**src/rtl/lifo_stack.sv**
```systemverilog
// lifo_stack: LIFO stack with configurable push/pop latency, occupancy, high-water and error flags.
module lifo_stack #(
  parameter int depth           = 2,
  parameter int width           = 1,
  parameter int push_latency    = 0,
  parameter int pop_latency     = 0,
  parameter int high_water_mark = 0,
  localparam int CW = $clog2(depth + 1),
  localparam int AW = depth > 1 ? $clog2(depth) : 1
) (
  input  logic             clock,
  input  logic             reset,
  input  logic             enable,
  input  logic             push,
  input  logic [width-1:0] push_data,
  input  logic             pop,
  output logic [width-1:0] pop_data,
  output logic             pop_valid,
  output logic             full,
  output logic             empty,
  output logic [CW-1:0]    count,
  output logic             high_water,
  output logic             err_overflow,
  output logic             err_underflow
);
  logic [width-1:0] mem [depth];
  logic [CW-1:0] cnt_q, cnt_d;
  logic err_ov_q, err_un_q;
  logic inflight, push_ok, pop_ok, we;
  logic [AW-1:0] wa, top;
  assign full          = cnt_q == CW'(depth);
  assign empty         = cnt_q == '0;
  assign count         = cnt_q;
  assign high_water    = high_water_mark != 0 && 32'(cnt_q) >= high_water_mark;
  assign err_overflow  = err_ov_q;
  assign err_underflow = err_un_q;
  assign top           = AW'(cnt_q - 1'b1);
  // simultaneous push and pop is refused on both sides
  assign push_ok = enable & push & ~pop & ~full;
  assign pop_ok  = enable & pop & ~push & ~empty & ~inflight;
  assign cnt_d   = cnt_q + CW'(push_ok) - CW'(pop_ok);
  always_ff @(posedge clock or negedge reset)
    if (!reset) begin
      cnt_q    <= '0;
      err_ov_q <= 1'b0;
      err_un_q <= 1'b0;
    end else begin
      cnt_q    <= cnt_d;
      err_ov_q <= enable & push & ~push_ok;
      err_un_q <= enable & pop & ~pop_ok;
    end
  always_ff @(posedge clock)
    if (we) mem[wa] <= push_data;
  if (push_latency == 0) begin : g_pw0
    assign inflight = 1'b0;
    assign we       = push_ok;
    assign wa       = AW'(cnt_q);
  end else begin : g_pw
    logic [push_latency-1:0] pv_q;
    logic [AW-1:0] pa_q [push_latency];
    always_ff @(posedge clock or negedge reset)
      if (!reset) begin
        pv_q <= '0;
        for (int i = 0; i < push_latency; i++) pa_q[i] <= '0;
      end else begin
        pv_q    <= push_latency'({pv_q, push_ok});
        pa_q[0] <= AW'(cnt_q);
        for (int i = 1; i < push_latency; i++) pa_q[i] <= pa_q[i-1];
      end
    assign inflight = |pv_q;
    assign we       = pv_q[push_latency-1];
    assign wa       = pa_q[push_latency-1];
  end
  if (pop_latency == 0) begin : g_pr0
    assign pop_valid = pop_ok;
    assign pop_data  = pop_ok ? mem[top] : '0;
  end else begin : g_pr
    logic [pop_latency-1:0] rv_q;
    logic [width-1:0] rd_q [pop_latency];
    // data stages only move with their valid so the output holds between pops
    always_ff @(posedge clock or negedge reset)
      if (!reset) begin
        rv_q <= '0;
        for (int i = 0; i < pop_latency; i++) rd_q[i] <= '0;
      end else begin
        rv_q <= pop_latency'({rv_q, pop_ok});
        if (pop_ok) rd_q[0] <= mem[top];
        for (int i = 1; i < pop_latency; i++) if (rv_q[i-1]) rd_q[i] <= rd_q[i-1];
      end
    assign pop_valid = rv_q[pop_latency-1];
    assign pop_data  = rd_q[pop_latency-1];
  end
endmodule

```
**config.mk**
```make
export PLATFORM = sky130hd
export DESIGN_NAME = lifo_stack
export DESIGN_NICKNAME = d
export VERILOG_FILES = /design/src/rtl/lifo_stack.sv
export SDC_FILE = /design/constraint.sdc
export NUM_CORES = 1
export LEC_CHECK = 0
export CORE_AREA = 10 10 47 49
export DETAILED_ROUTE_END_ITERATION = 6
export DIE_AREA = 0 0 57 59
export GPL_ROUTABILITY_DRIVEN = 0
export SKIP_CTS_REPAIR_TIMING = 1
export SLEW_MARGIN = 20
export SYNTH_ARGS = -nofsm -noshare
export SYNTH_HDL_FRONTEND = slang
export SYNTH_SLANG_ARGS = --single-unit
```
**constraint.sdc**
```tcl
create_clock -name clock -period 3.9 [get_ports clock]
set_clock_uncertainty 0.2 [all_clocks]
set_input_delay 0.585 -clock clock [delete_from_list [all_inputs] [get_ports clock]]
set_output_delay 0.585 -clock clock [all_outputs]
set_load 0.1 [all_outputs]
```
**Word level (Yosys, flattened, before mapping)**

Memory sizes are Yosys's and may differ from the RTL's.
Index checks and enable logic that the tools add are counted.

- Equality and inequality tests: 1
- Reduce and logical (&&, ||, !) cells: 1
- Bitwise gates (word level): 14
- Add/sub/neg operators: 3
- Muxes and demuxes: 3

Operators by type and width:

| cell | count |
|---|---|
| AND 1 bit | 8 |
| NOT 1 bit | 6 |
| two-way mux 1 bit | 3 |
| adder 2 x 1 -> 2 bit | 1 |
| equality test 2 bit (second input constant) | 1 |
| zero test 2 bit | 1 |
| subtractor 2 x 1 -> 2 bit | 1 |
| subtractor 1 bit (second input constant) | 1 |

- Output and inout bits: 9
- Bits of input ports: 6
- Bits in registers: 4
- Word-level logic and storage cells: 26
- Bits in writable memories: 2
- Memories kept: 1

Memory list:

| name | depth | bits a word | read ports | clocked after memory_dff | wr ports | line | RTL |
|---|---|---|---|---|---|---|---|
| mem | 2 | 1 | 1 | 0 | 1 | 26 | `logic [width-1:0] mem [depth];` |

**Logic depth before layout (Yosys ltp)**

Gate-level depths: netlist (run 1).

- Depth after elaboration: 5
- Mapped depth: 5
- Depth with buffers taken out: 5

**Worst setup path before layout (run 1)**

No wires, ideal clock.

- Kind: register to output
- Start: register cnt_q[0], in the netlist count[0]
- End: output pop_data
- Cell stages (with the launch flop): 3
- Path buffers: 0
- Setup slack: -1.425 ns
- Data required time: 3.115 ns
- Data arrival time: 4.540 ns
- Path through: dfrtp_1 nor2_2 nor4_1

- Word-level cells in the longest chain between the ends: 4
- Elaborated cells on any way between the ends: 6
- Those cells by class: 1 x add/sub; 1 x mux; 2 x bitwise; 1 x reduce/logical; 1 x memory

RTL lines:

| item | line | RTL |
|---|---|---|
| start, declared | 27 | `logic [CW-1:0] cnt_q, cnt_d;` |
| start signal, assigned | 48 | `cnt_q <= cnt_d;` |
| zero test 2 bit | 32 | `assign empty = cnt_q == '0;` |
| net empty | 20 | `output logic empty,` |
| NOT 1 bit | 40 | `assign pop_ok = enable & pop & ~push & ~empty & ~inflight;` |
| AND 1 bit | 40 |  |
| two-way mux 1 bit | 76 | `assign pop_data = pop_ok ? mem[top] : '0;` |
| end, declared | 17 | `output logic [width-1:0] pop_data,` |

The timed path passes the listed nets, and every way through them passes these cells.

**Final worst setup path (run 1)**

- Start: register cnt_q[0], in the netlist count[0]
- End: output count[0]

RTL lines:

| item | line | RTL |
|---|---|---|
| end, declared | 21 | `output logic [CW-1:0] count,` |

No word-level cell between the ends.

==> metrics.txt, run 1 <==
initial core utilization 21.87%; slowest stage delay, CP 1.20 ns; # diodes 0; row cnt 14; Warnings, synthesis 0; Area Growth Syn to Fin 56.73%; drt first pass iters 3; share of layout cells above drive strength 1 23.81%; Mapped Cells 26; Total Routing Usage GR 4.863%; Slew HR 35.23%; Final Max Slew Viols 0; H-tree depth 1; Seq/Total Area, Yosys 52.24%; Syn Area/Cell 11.79 um2; max cap viols 0; input/output buffers 13; global route total overflow 0; CTS buffer count 3; Synth Area in Adders 4.082%; CP cell instances clkdlybuf4s50_1; worst-case reg-to-reg path depth 5; Vias 244; CTS Sinks 6; TNS Setup 0 ns; Synth Area in Compound Gates 3.265%; CP Class reg -> out; Setup crit start kind flop; hpwl dp 573.5 um; Tmin final 2.729 ns; main combinational cell family by area after synthesis simple AND/OR/NAND/NOR gates; die area 3363 um2; die width 57 um; Netlist Area Pre-Place 306.5 um2; Worst Path Arrival 1.94 ns; WP data required 3.12 ns; post-route insts no fill 58; fin util 34.29%; Total Wirelength 742 um; Levels on crit path 1; Nets 50; Die H 59 um; crit-path max FO 8; worst min path class in -> async; CP max-delay cell clkdlybuf4s50_1; via-per-instance ratio 4.207; Worst-path clk slew 0.05 ns; global-route wire length before repair 1173 um; worst-case clock buffer depth 2; status finished, final reports clean; Core Area 1401 um2; RSZ-0062 raised after global routing no; number of global-route vias before repair 280; worst path bufs/invs 1; Post-Synth XOR/XNOR Area 11.43%; clock root cell clkbuf_4; number of DRC markers in iteration 0 6; #FFs+latches synth 6; antenna-violating nets left 0; Post-Synth Simple-Gate Area 22.04%; post-synthesis mux area share 3.265%; clk_lat worst skew 0.24 ns; fmax 366.4 MHz; Cells after DPL 54; worst-margin pin slew 0.9685 ns; final hold violation count 0; DRC Markers 0; setup violators final 0; pin count of the biggest net entering global routing 9; fin crit share 69.97%; WHS 0.3318 ns; IO Pins 15; WL per Instance 12.79 um; Setup crit end kind primary output; syn nets 33; crit-path leading delay family buffers and inverters; CTS tree yes; Distinct cells, synth 16; initial antenna violation count 0
cells by family (layout without fill, tap and decap cells):
logic type	count (synthesis)	after routing
AOI/OAI and AO/OA	1	1
xor gates and xnor gates	4	4
adders and majority gates	1	1
buffers and inverters	1	17
DFF	6	6
muxes	1	1
other	1	1
and+or+nand+nor	11	11
path summary, 6_finish.rpt:
| kind | startpoint | end | slack, ns |
|---|---|---|---|
| min | reset | err_underflow | 0.33 |
| max in group asynchronous | reset | err_overflow | 3.00 |
| min in group clock | count[0] | count[0] | 0.53 |
| max | count[0] | count[0] | 1.17 |
| max reg2reg | count[1] | count[1] | 2.27 |
| min reg2reg | count[0] | count[0] | 0.53 |
synth_stat cells (all sizes together):
cell type  instances  share of area [%]
dfrtp              4                 33
nor2               4                5.7
edfxtp             2                 20
nand2              2                2.4
nor4               2                4.1
xnor2              2                5.7
xor2               2                5.7
buf                1                2.4
conb               1                1.2
ha                 1                4.1
mux2i              1                3.3
nor2b              1                2.0
nor3               1                5.3
nor3b              1                2.4
o211a              1                3.3
through the flow:
step | setup slack [ns] | cell area (um2)
floorplan | 0.3838 | 321.6
global route | 1.082 | 480.5
detailed placement | 1.213 | 454.2
CTS | 1.147 | 480.5
finish | 1.171 | 480.5
global placement | 1.235 | 454.2
final cells by class:
type,count,area (um2)
multi-input combinational,19,153.9
fill,162,920.9
tap,16,20.02
sequential,6,160.2
timing repair buffer,13,120.1
clock buffer,4,26.28
placed cells by master (no fill, tap or decap):
cell type and count:
clkdlybuf4s50_1 9, buf_4 4, nor2_2 1, edfxtp_1 2, nor3b_1 1, ha_1 1
clkbuf_1 1, nor2b_1 1, nor3_4 1, nand2_1 2, conb_1 1, nor4_4 1
nor2_1 3, nor4_1 1, mux2i_1 1, clkbuf_4 3, xnor2_1 2, xor2_1 2
o211a_1 1, dfrtp_1 4
routing by layer:
layer	wire [um]	vias to the layer above	GRT usage (%)
li1	-	121	-
met1	333	110	4.934
met2	330	11	5.891
met3	56	2	1.931
met4	21	0	8.054
met5	0	-	0
state kept, by name, indices dropped and copies added (netlist names):
name	count
count	2
err_underflow	1
err_overflow	1
mem	2
Power of run 1 is not shown: default switching activity piles up to over one toggle a cycle in this logic, so the estimate is an artifact.
==> inputs of run 2 (changes only) <==
==> constraint.sdc (replaced) <==
create_clock -name clock -period 2.59 [get_ports clock]
set_clock_uncertainty 0.2 [all_clocks]
set_input_delay 0.3885 -clock clock [delete_from_list [all_inputs] [get_ports clock]]
set_output_delay 0.3885 -clock clock [all_outputs]
set_load 0.1 [all_outputs]
==> metrics.txt, run 2 (synthesized netlist as in run 1, its figures left out) <==
commonest cells after routing, fill and taps aside buf_4, clkdlybuf4s50_1, nor2_1, clkbuf_4 (was clkdlybuf4s50_1, dfrtp_1, buf_4, nor2_1, clkbuf_4); CTS buffer count 3 (unchanged); sequential cell area 167.7 um2 (was 160.2 um2); Total Wirelength 774 um (was 742 um); Area Growth Syn to Fin 66.53% (was 56.73%); worst-case clock buffer depth 2 (unchanged); initial antenna violation count 0 (unchanged); Total Routing Usage GR 4.983% (was 4.863%); die width 57 um (unchanged); drt first pass iters 2 (was 3); H-tree depth 1 (unchanged); Final Max Slew Viols 0 (unchanged); DRC Markers 0 (unchanged); Worst Path Arrival 1.63 ns (was 1.94 ns); fin area 510.5 um2 (was 480.5 um2); RSZ-0062 raised after global routing no (unchanged); row cnt 14 (unchanged); number of global-route vias before repair 276 (was 280); die area 3363 um2 (unchanged); commonest non-fill, non-tap cell in the layout buf_4 (was clkdlybuf4s50_1); share of layout cells above drive strength 1 40.48% (was 23.81%); global route total overflow 0 (unchanged); Tmin final 2.223 ns; WL per Instance 13.34 um (was 12.79 um); Nets 50 (unchanged); TNS Setup 0 ns (unchanged); fin crit share 85.84%; Worst-path clk slew 0.06 ns (was 0.05 ns); Core Area 1401 um2 (unchanged); Setup crit end kind primary output (unchanged); status finished, final reports clean (unchanged); CTS Sinks 6 (unchanged); Vias 257 (was 244); IO Pins 15 (unchanged); CTS tree yes (unchanged); antenna-violating nets left 0 (unchanged); worst min path class in -> async (unchanged); Setup crit start kind primary input (was flop); CP Class in -> out (was reg -> out); fmax 449.8 MHz; Post-Place Setup Slack 0.3704 ns (was 1.213 ns); via-per-instance ratio 4.431 (was 4.207); max cap viols 0 (unchanged); Die H 59 um (unchanged); pin count of the biggest net entering global routing 9 (unchanged); clk_lat worst skew 0.24 ns (about the same); final setup margin 0.3667 ns (was 1.171 ns); input/output buffers 13 (unchanged); hpwl dp 628.2 um (was 573.5 um); multi-input logic area 161.4 um2 (was 153.9 um2); final hold violation count 0 (unchanged); crit-path max FO 5 (was 8); global-route wire length before repair 1262 um (was 1173 um); DP Area 484.2 um2 (was 454.2 um2); # diodes 0 (unchanged); WP data required 2.00 ns (was 3.12 ns); fill count 145 (was 162); initial core utilization 21.87% (unchanged); clock root cell clkbuf_4 (unchanged); setup violators final 0 (unchanged); number of DRC markers in iteration 0 2 (was 6)
==> run 2: per-layer routing <==
layer  wire length [um]  GRT usage [%]  vias to the layer above  share of wire (%)
met2                334          6.202                       15                 43
met1                318          5.024                      120                 41
met4                  0          2.013                        0                  0
met3                122          5.794                        0                 16
li1                   -              -                      122                  -
met5                  0              0                        -                  0
==> run 2: metrics by stage <==
stage                     instances  hold WS, ns  utilization (%)
final                            58       0.1274            36.43
after CTS                        58       0.1260            36.43
after floorplan                  26      -0.1071                -
after detailed placement         54       0.4030            34.55
after global routing             58       0.1311            36.43
after global placement           54       0.4020            34.55
==> run 2: worst max-delay path: stages <==
cell and delay, ns:
clkdlybuf4s50_1 0.56, nand2_1 0.18, nor4_4 0.29, buf_12 0.21
==> run 2: area by class of cell <==
cell class / count / share of cell area, %
sequential: 6 / 32.84
tap: 16 / 3.922
timing repair buffer: 13 / 26.47
clock buffer: 4 / 5.147
multi-input combinational: 19 / 31.62
==> run 2: worst paths after layout <==
kind                       startpoint       endpoint  slack (ns)  cells past startpoint
setup / recovery                  pop       pop_data        0.37                      4
hold / removal                  reset  err_underflow        0.13                      1
setup reg to reg             count[1]       count[1]        0.90                      5
hold reg to reg              count[0]       count[0]        0.47                      1
max in group asynchronous       reset       count[1]        1.86                      1
min in group clock           count[0]       count[0]        0.47                      1
Power of run 2 is left out for the same reason.
